`src/rtl/demux_tdm_16ch.sv`:
```
// Serial TDM to 16-channel demultiplexer: a frame is received into a shadow buffer and copied to the outputs only when it is complete.
// Outputs and ch/busy are registered; frame_valid and frame_err are one-cycle pulses after the deciding edge. There is no backpressure: every valid beat is taken.
module demux_tdm_16ch #(
    parameter int width  = 4,
    parameter int swidth = 4
) (
    input  logic              clk,
    input  logic              reset,
    input  logic              in_valid,
    input  logic              sof,
    input  logic [width-1:0]  din,
    output logic [width-1:0]  o0,
    output logic [width-1:0]  o1,
    output logic [width-1:0]  o2,
    output logic [width-1:0]  o3,
    output logic [width-1:0]  o4,
    output logic [width-1:0]  o5,
    output logic [width-1:0]  o6,
    output logic [width-1:0]  o7,
    output logic [width-1:0]  o8,
    output logic [width-1:0]  o9,
    output logic [width-1:0]  o10,
    output logic [width-1:0]  o11,
    output logic [width-1:0]  o12,
    output logic [width-1:0]  o13,
    output logic [width-1:0]  o14,
    output logic [width-1:0]  o15,
    output logic [swidth-1:0] ch,
    output logic              busy,
    output logic              frame_valid,
    output logic              frame_err
);

    localparam int NCH = 2 ** swidth;

    typedef enum logic {
        IDLE = 1'b0,
        RECV = 1'b1
    } state_t;

    state_t            state_q, state_d;
    logic [swidth-1:0] ch_q, ch_d;
    logic [width-1:0]  shadow_q [NCH];
    logic [width-1:0]  shadow_d [NCH];
    logic [width-1:0]  out_q    [NCH];
    logic [width-1:0]  out_d    [NCH];
    logic              fv_q, fv_d;
    logic              fe_q, fe_d;

    always_comb begin
        state_d  = state_q;
        ch_d     = ch_q;
        shadow_d = shadow_q;
        out_d    = out_q;
        fv_d     = 1'b0;
        fe_d     = 1'b0;
        case (state_q)
            IDLE: begin
                if (in_valid && sof) begin
                    shadow_d[0] = din;
                    ch_d        = swidth'(1);
                    state_d     = RECV;
                end
            end
            RECV: begin
                if (in_valid) begin
                    if (sof) begin
                        // early sof: restart the frame, outputs keep the last good frame
                        shadow_d[0] = din;
                        ch_d        = swidth'(1);
                        fe_d        = 1'b1;
                    end else begin
                        shadow_d[ch_q] = din;
                        ch_d           = ch_q + swidth'(1);
                        if (ch_q == swidth'(NCH - 1)) begin
                            for (int i = 0; i < NCH - 1; i++) begin
                                out_d[i] = shadow_q[i];
                            end
                            out_d[NCH-1] = din;
                            fv_d         = 1'b1;
                            state_d      = IDLE;
                        end
                    end
                end
            end
            default: state_d = IDLE;
        endcase
    end

    always_ff @(posedge clk) begin
        if (reset) begin
            state_q <= IDLE;
            ch_q    <= '0;
            fv_q    <= 1'b0;
            fe_q    <= 1'b0;
            for (int i = 0; i < NCH; i++) begin
                shadow_q[i] <= '0;
                out_q[i]    <= '0;
            end
        end else begin
            state_q  <= state_d;
            ch_q     <= ch_d;
            fv_q     <= fv_d;
            fe_q     <= fe_d;
            shadow_q <= shadow_d;
            out_q    <= out_d;
        end
    end

    assign ch          = ch_q;
    assign busy        = (state_q == RECV);
    assign frame_valid = fv_q;
    assign frame_err   = fe_q;

    assign o0  = out_q[0];
    assign o1  = out_q[1];
    assign o2  = out_q[2];
    assign o3  = out_q[3];
    assign o4  = out_q[4];
    assign o5  = out_q[5];
    assign o6  = out_q[6];
    assign o7  = out_q[7];
    assign o8  = out_q[8];
    assign o9  = out_q[9];
    assign o10 = out_q[10];
    assign o11 = out_q[11];
    assign o12 = out_q[12];
    assign o13 = out_q[13];
    assign o14 = out_q[14];
    assign o15 = out_q[15];

endmodule

```
`config.mk`:
```
export PLATFORM = sky130hd
export DESIGN_NAME = demux_tdm_16ch
export DESIGN_NICKNAME = d
export VERILOG_FILES = /design/src/rtl/demux_tdm_16ch.sv
export SDC_FILE = /design/constraint.sdc
export NUM_CORES = 1
export LEC_CHECK = 0
export ABC_AREA = 1
export BUFFER_PORTS_ARGS = -buffer_cell sky130_fd_sc_hd__buf_2
export CAP_MARGIN = 20
export CORE_MARGIN = 2
export CORE_UTILIZATION = 38
export CTS_BUF_LIST = sky130_fd_sc_hd__clkbuf_4 sky130_fd_sc_hd__clkbuf_8
export CTS_CLUSTER_DIAMETER = 30
export DETAILED_ROUTE_END_ITERATION = 10
export HOLD_SLACK_MARGIN = 0.06
export SYNTH_ARGS = -nofsm -noshare
export SYNTH_HDL_FRONTEND = slang
export SYNTH_SLANG_ARGS = --single-unit
```
`constraint.sdc`:
```
create_clock -name clk -period 2.9 [get_ports clk]
set_clock_uncertainty 0.15 [all_clocks]
set_input_delay 0.435 -clock clk [delete_from_list [all_inputs] [get_ports clk]]
set_output_delay 0.435 -clock clk [all_outputs]
set_load 0.03 [all_outputs]
```
== Word level (Yosys, flattened, before mapping) ==
Index checks and enable logic that the tools add are counted.

* Flip-flop bits (word level): 135
* Output and inout port bits: 71
* Logic and storage cells: 72

* $add $sub $neg: 1
* $lt $le $gt $ge: 2
* Equal/unequal tests: 3
* Mux-type cells: 19
* Bitwise gates (word level): 4
* Reductions and logical operators: 7

{| class="wikitable"
|+ Operators with widths
! kind !! number
|-
| 64-bit bitwise mux || 1
|-
| 64-bit 2-to-1 mux || 1
|-
| 60-bit 2-to-1 mux || 1
|-
| 4-bit 2-to-1 mux || 6
|-
| 4-bit demux with 4-bit select || 1
|-
| 4-bit one-hot mux with 2 select lines || 2
|-
| 1-bit 2-to-1 mux || 6
|-
| 5-bit >= comparator, second input constant || 1
|-
| 5-bit by 1-bit < comparator with 1-bit output, second input constant || 1
|-
| 4-bit inverter with 5-bit output || 1
|-
| 4-bit by 1-bit adder with 4-bit output, second input constant || 1
|-
| 4-bit equality test, second input constant || 1
|-
| 2-bit != test, second input constant || 2
|-
| 4-bit AND reduction || 1
|-
| 4-bit OR reduction || 1
|-
| 1-bit inverter || 3
|-
| 3-bit AND reduction || 1
|-
| 3-bit OR reduction || 1
|-
| 1-bit logical AND || 2
|-
| 1-bit one-hot mux with 2 select lines || 1
|-
| 2-bit AND reduction || 1
|}

== Logic depth before layout (Yosys ltp) ==
* Depth after elaboration: 9
* Gate-level depth with buffers: 8
* Gate-level depth less buffers: 7

== Worst setup path after synthesis ==
OpenSTA, ideal clock, no wires.

* Path type: reg2reg
* Start point: reg ch_q[1] (netlist: ch[1])
* End point: reg shadow_q[52] (netlist name)
* Arrival: 1.527 ns
* Slack: 1.110 ns
* Cell stages (with the launch flop): 8
* Path buffers: 1
* Period minus slack after synthesis: 1.790 ns
* Cell sequence: dfxtp_1 > ha_1 > clkbuf_1 > nand2_1 > nor2_1 > nand2_1 > nand2_1 > nor2_1

* Longest elaborated chain between the ends: 6

{| class="wikitable"
|+ Ends and longest elaborated chain
! item !! line !! text
|-
| start: declaration || 42 || <nowiki>logic [swidth-1:0] ch_q, ch_d;</nowiki>
|-
| start signal: assignment || 102 || <nowiki>ch_q <= ch_d;</nowiki>
|-
| 4-bit inverter with 5-bit output (not written as such) * || 73 || <nowiki>shadow_d[ch_q] = din;</nowiki>
|-
| 5-bit >= comparator (not written as such) / 5-bit by 1-bit < comparator with 1-bit output (equally long branches) || 73 ||
|-
| 1-bit logical AND (not written as such) || 73 ||
|-
| 4-bit 2-to-1 mux (not written as such) || 73 ||
|-
| 4-bit demux with 4-bit select * || 73 ||
|-
| 64-bit bitwise mux * || 73 ||
|-
| end signal: assignment || 105 || <nowiki>shadow_q <= shadow_d;</nowiki>
|-
| end: declaration || 43 || <nowiki>logic [width-1:0] shadow_q [NCH];</nowiki>
|}

Every way passes the cells marked *; elsewhere a longest branch is shown, timed or not.
A chain may end at the register's enable or synchronous reset.

== Worst setup path after layout ==
* Start point: reg state_q (netlist: busy)
* End point: reg shadow_q[48] (netlist name)

* Longest elaborated chain between the ends: 1

{| class="wikitable"
|+ Ends and longest elaborated chain
! item !! line !! text
|-
| start: declaration || 41 || <nowiki>state_t state_q, state_d;</nowiki>
|-
| start signal: assignment || 101 || <nowiki>state_q <= state_d;</nowiki>
|-
| 3-bit AND reduction (no source line) || -- ||
|}

No other way between the ends.

==> out/qor.yml <==
setup_path:
  crit_chain: "nand2_2 -> inv_2 -> nand2_1 -> nor2_1 -> nand2_1 -> nand2_1 -> nor2_1"
  cp_top_family: "simple AND/OR/NAND/NOR gates"
  crit_top_cell: "nand2_1"
  arrival_ns: 2.34
  crit_path_start_kind: "register"
  cpPeakStageDelay_ns: 0.60
  crit_type: "register to register"
  endpoint_kind: "register"
  crit_fanout: 12
  cp.required_ns: 3.10
  crit_buf_inv: 1
  crit_slowest_cell: "nor2_1"
logic_synthesis:
  syn_inst: 704
  synth_xor_area_frac: 0
  muxShareOfSynthArea: 0
  ys_types: 19
  synth_nets: 716
  ys_ff_latch: 131
  synthAdderAreaFrac: 0.009472
  synth_top_family_by_area: "simple AND/OR/NAND/NOR gates"
  syn_area_um2: 5284
  synthSimpleGateAreaFrac: 0.4080
  yosysWarnings: 0
  syn_area_per_cell_um2: 7.505
  synth_compound_area_frac: 0.008525
  seq_area_frac_synth: 0.4963
timing:
  min_period_over_period: 0.7380
  finalHoldViolations: 0
  slew_viol_final: 0
  finalSetupTns_ns: 0
  relSlewSlack: 0.5580
  fmax_mhz: 467.3
  finalSetupViolCount: 0
  rsz0062_at_grt: "no"
  worst_slew_pin_slew_ns: 0.6614
  period_minus_slack_ns: 2.140
  hold_ws_ns: 0.1085
place:
  io_buffers: 78
  dp_hpwl_um: 8799
  gp_congestion: 0.8060
  dp.cells: 919
  place_area_um2: 5674
global_route:
  grt_pass1_wl_um: 21660
  track_usage: 0.1851
  grt_antenna_before_repair: 0
  use_met2: 0.2867
  busiest_layer: "met2"
  grt_pass1_vias: 4438
  grt-ovfl-total: 0
  globalRouteMet3Util: 0.05384
  grt_max_degree: 68
  use_met1: 0.2441
clock_network:
  cts_hold_buffers: 0
  cts.sinks: 131
  cts_tree: "yes"
  cts-root-buf: "clkbuf_8"
  cts.path.max_buffers: 2
  post_cts_resized: 0
  postCtsSetupRepairBufs: 0
  cts.htree.levels: 4
  cts_buffers: 17
  clk_latency_ns: 0.45
  path_clk_slew_ns: 0.08
min_path:
  hp-class: "input pin to register"
finish:
  drive_gt1_frac: 0.1829
  n_antenna_cell: 0
  final_cells: 951
  fillers: 1427
  final_cell_area_um2: 6077
  area_delta_synth_final_pct: 15.01
  nets: 770
pwr:
  powerDensity_nw_per_um2: 577.2
  p_leak_nw: 2.821
  irDropWorstVdd_uv: 310.2
  p_total_w: 0.003507
die:
  dieArea_um2: 14860
  pin_count: 79
  dieWidth_um: 121.9
  num_rows: 43
  fp.dieH_um: 121.9
  start_util: 0.3851
  coreArea_um2: 13720
routing:
  ant_nets: 0
  via_per_inst: 4.994
  dr_total_vias: 4749
  wl_per_cell_um: 13.55
  drt_iter0_markers: 354
  wl_um: 12890
  drtPass1Iterations: 5
  drc: 0
flow_run:
  drv_cap: 0
status:
  outcome: "complete, no violations"
==> cell families (layout without fill, tap and decap cells) <==
group                    count (synthesis)  in the layout
adder cells (fa/ha/maj)                  4              4
AO/OA/AOI/OAI                            9              9
flip-flops                             131            131
buffers and inverters                   75            142
AND/OR/NAND/NOR                        485            485
==> power breakdown <==
group	switching [W]	leakage (nW)	internal, W
combinational	0.000105	1.57	0.0000327
sequential	0.00000658	1.06	0.00181
clock	0.000750	0.194	0.000807
total	0.000862	2.82	0.00265
==> through the flow <==
stage	worst slack, ns	util
2_1_floorplan	1.111	-
3_3_place_gp	0.6968	0.4136
3_5_place_dp	0.6360	0.4136
4_1_cts	0.7515	0.4430
5_1_grt	0.5129	0.4430
6_report	0.7599	0.4430
==> worst register-to-register path, stage by stage, from the launching register on <==
cell	delay, ns
dfxtp_1	0.41
nand2_2	0.14
inv_2	0.12
nand2_1	0.39
nor2_1	0.60
nand2_1	0.10
nand2_1	0.08
nor2_1	0.05
==> per-layer routing <==
| metal | vias to the layer above | wire length [µm] |
|---|---|---|
| met3 | 18 | 757 |
| met4 | 0 | 217 |
| met1 | 2200 | 6037 |
| met2 | 116 | 5874 |
| met5 | - | 0 |
| li1 | 2415 | - |
==> worst paths after layout <==
path                                to               start  slack (ns)  cells past startpoint
max          shadow_q[48]$_SDFFE_PP0P_     busy$_SDFF_PP0_        0.76                      7
min reg2reg         o5[0]$_SDFFE_PP0P_  o5[0]$_SDFFE_PP0P_        0.31                      2
min          shadow_q[60]$_SDFFE_PP0P_              din[0]        0.11                      3
max reg2reg  shadow_q[48]$_SDFFE_PP0P_     busy$_SDFF_PP0_        0.76                      7
==> layout make-up <==
| type | count | area (µm²) | area share |
|---|---|---|---|
| tap | 180 | 225.2 | 0.03706 |
| sequential | 131 | 2623 | 0.4315 |
| clock buffer | 19 | 255.2 | 0.04200 |
| timing repair buffer | 91 | 488.0 | 0.08030 |
| clock inverter | 13 | 147.6 | 0.02429 |
| multi-input combinational | 498 | 2266 | 0.3729 |
| inverter | 19 | 72.57 | 0.01194 |
==> cells in the final DEF, fill, tap and decap left out, drive strengths merged, types with 3 or more instances in the layout <==
cell type	synthesis	routed
nand2	161	161
nor2	139	139
nand3	137	137
dfxtp	131	131
buf	40	91
nand4	46	46
inv	19	23
clkbuf	16	19
a21oi	9	9
ha	4	4
clkinvlp	0	4
clkinv	0	3
==> cell usage after synthesis <==
master | n | area [µm²]
a21oi_1 | 9 | 45.04
buf_1 | 5 | 18.77
buf_2 | 19 | 95.09
buf_4 | 4 | 30.03
buf_6 | 12 | 135.1
clkbuf_1 | 16 | 60.06
dfxtp_1 | 131 | 2623
ha_1 | 4 | 50.05
inv_1 | 17 | 63.81
inv_2 | 2 | 7.510
nand2_1 | 160 | 600.6
nand2_2 | 1 | 6.260
nand3_1 | 137 | 685.7
nand4_1 | 46 | 287.8
nor2_1 | 128 | 480.5
nor2_2 | 10 | 62.56
nor2_4 | 1 | 11.26
nor3_1 | 1 | 5.000
nor3_4 | 1 | 16.27
==> registers in the layout (all words and copies together) (netlist names) <==
| register | cells |
|---|---|
| o2 | 4 |
| o3 | 4 |
| o11 | 4 |
| frame_valid | 1 |
| o6 | 4 |
| o12 | 4 |
| o15 | 4 |
| o1 | 4 |
| shadow_q | 60 |
| o9 | 4 |
| o8 | 4 |
| o7 | 4 |
| ch | 4 |
| o10 | 4 |
| o13 | 4 |
| o5 | 4 |
| o14 | 4 |
| o4 | 4 |
| o0 | 4 |
| frame_err | 1 |
| busy | 1 |
(Power assumes the default switching activity.)
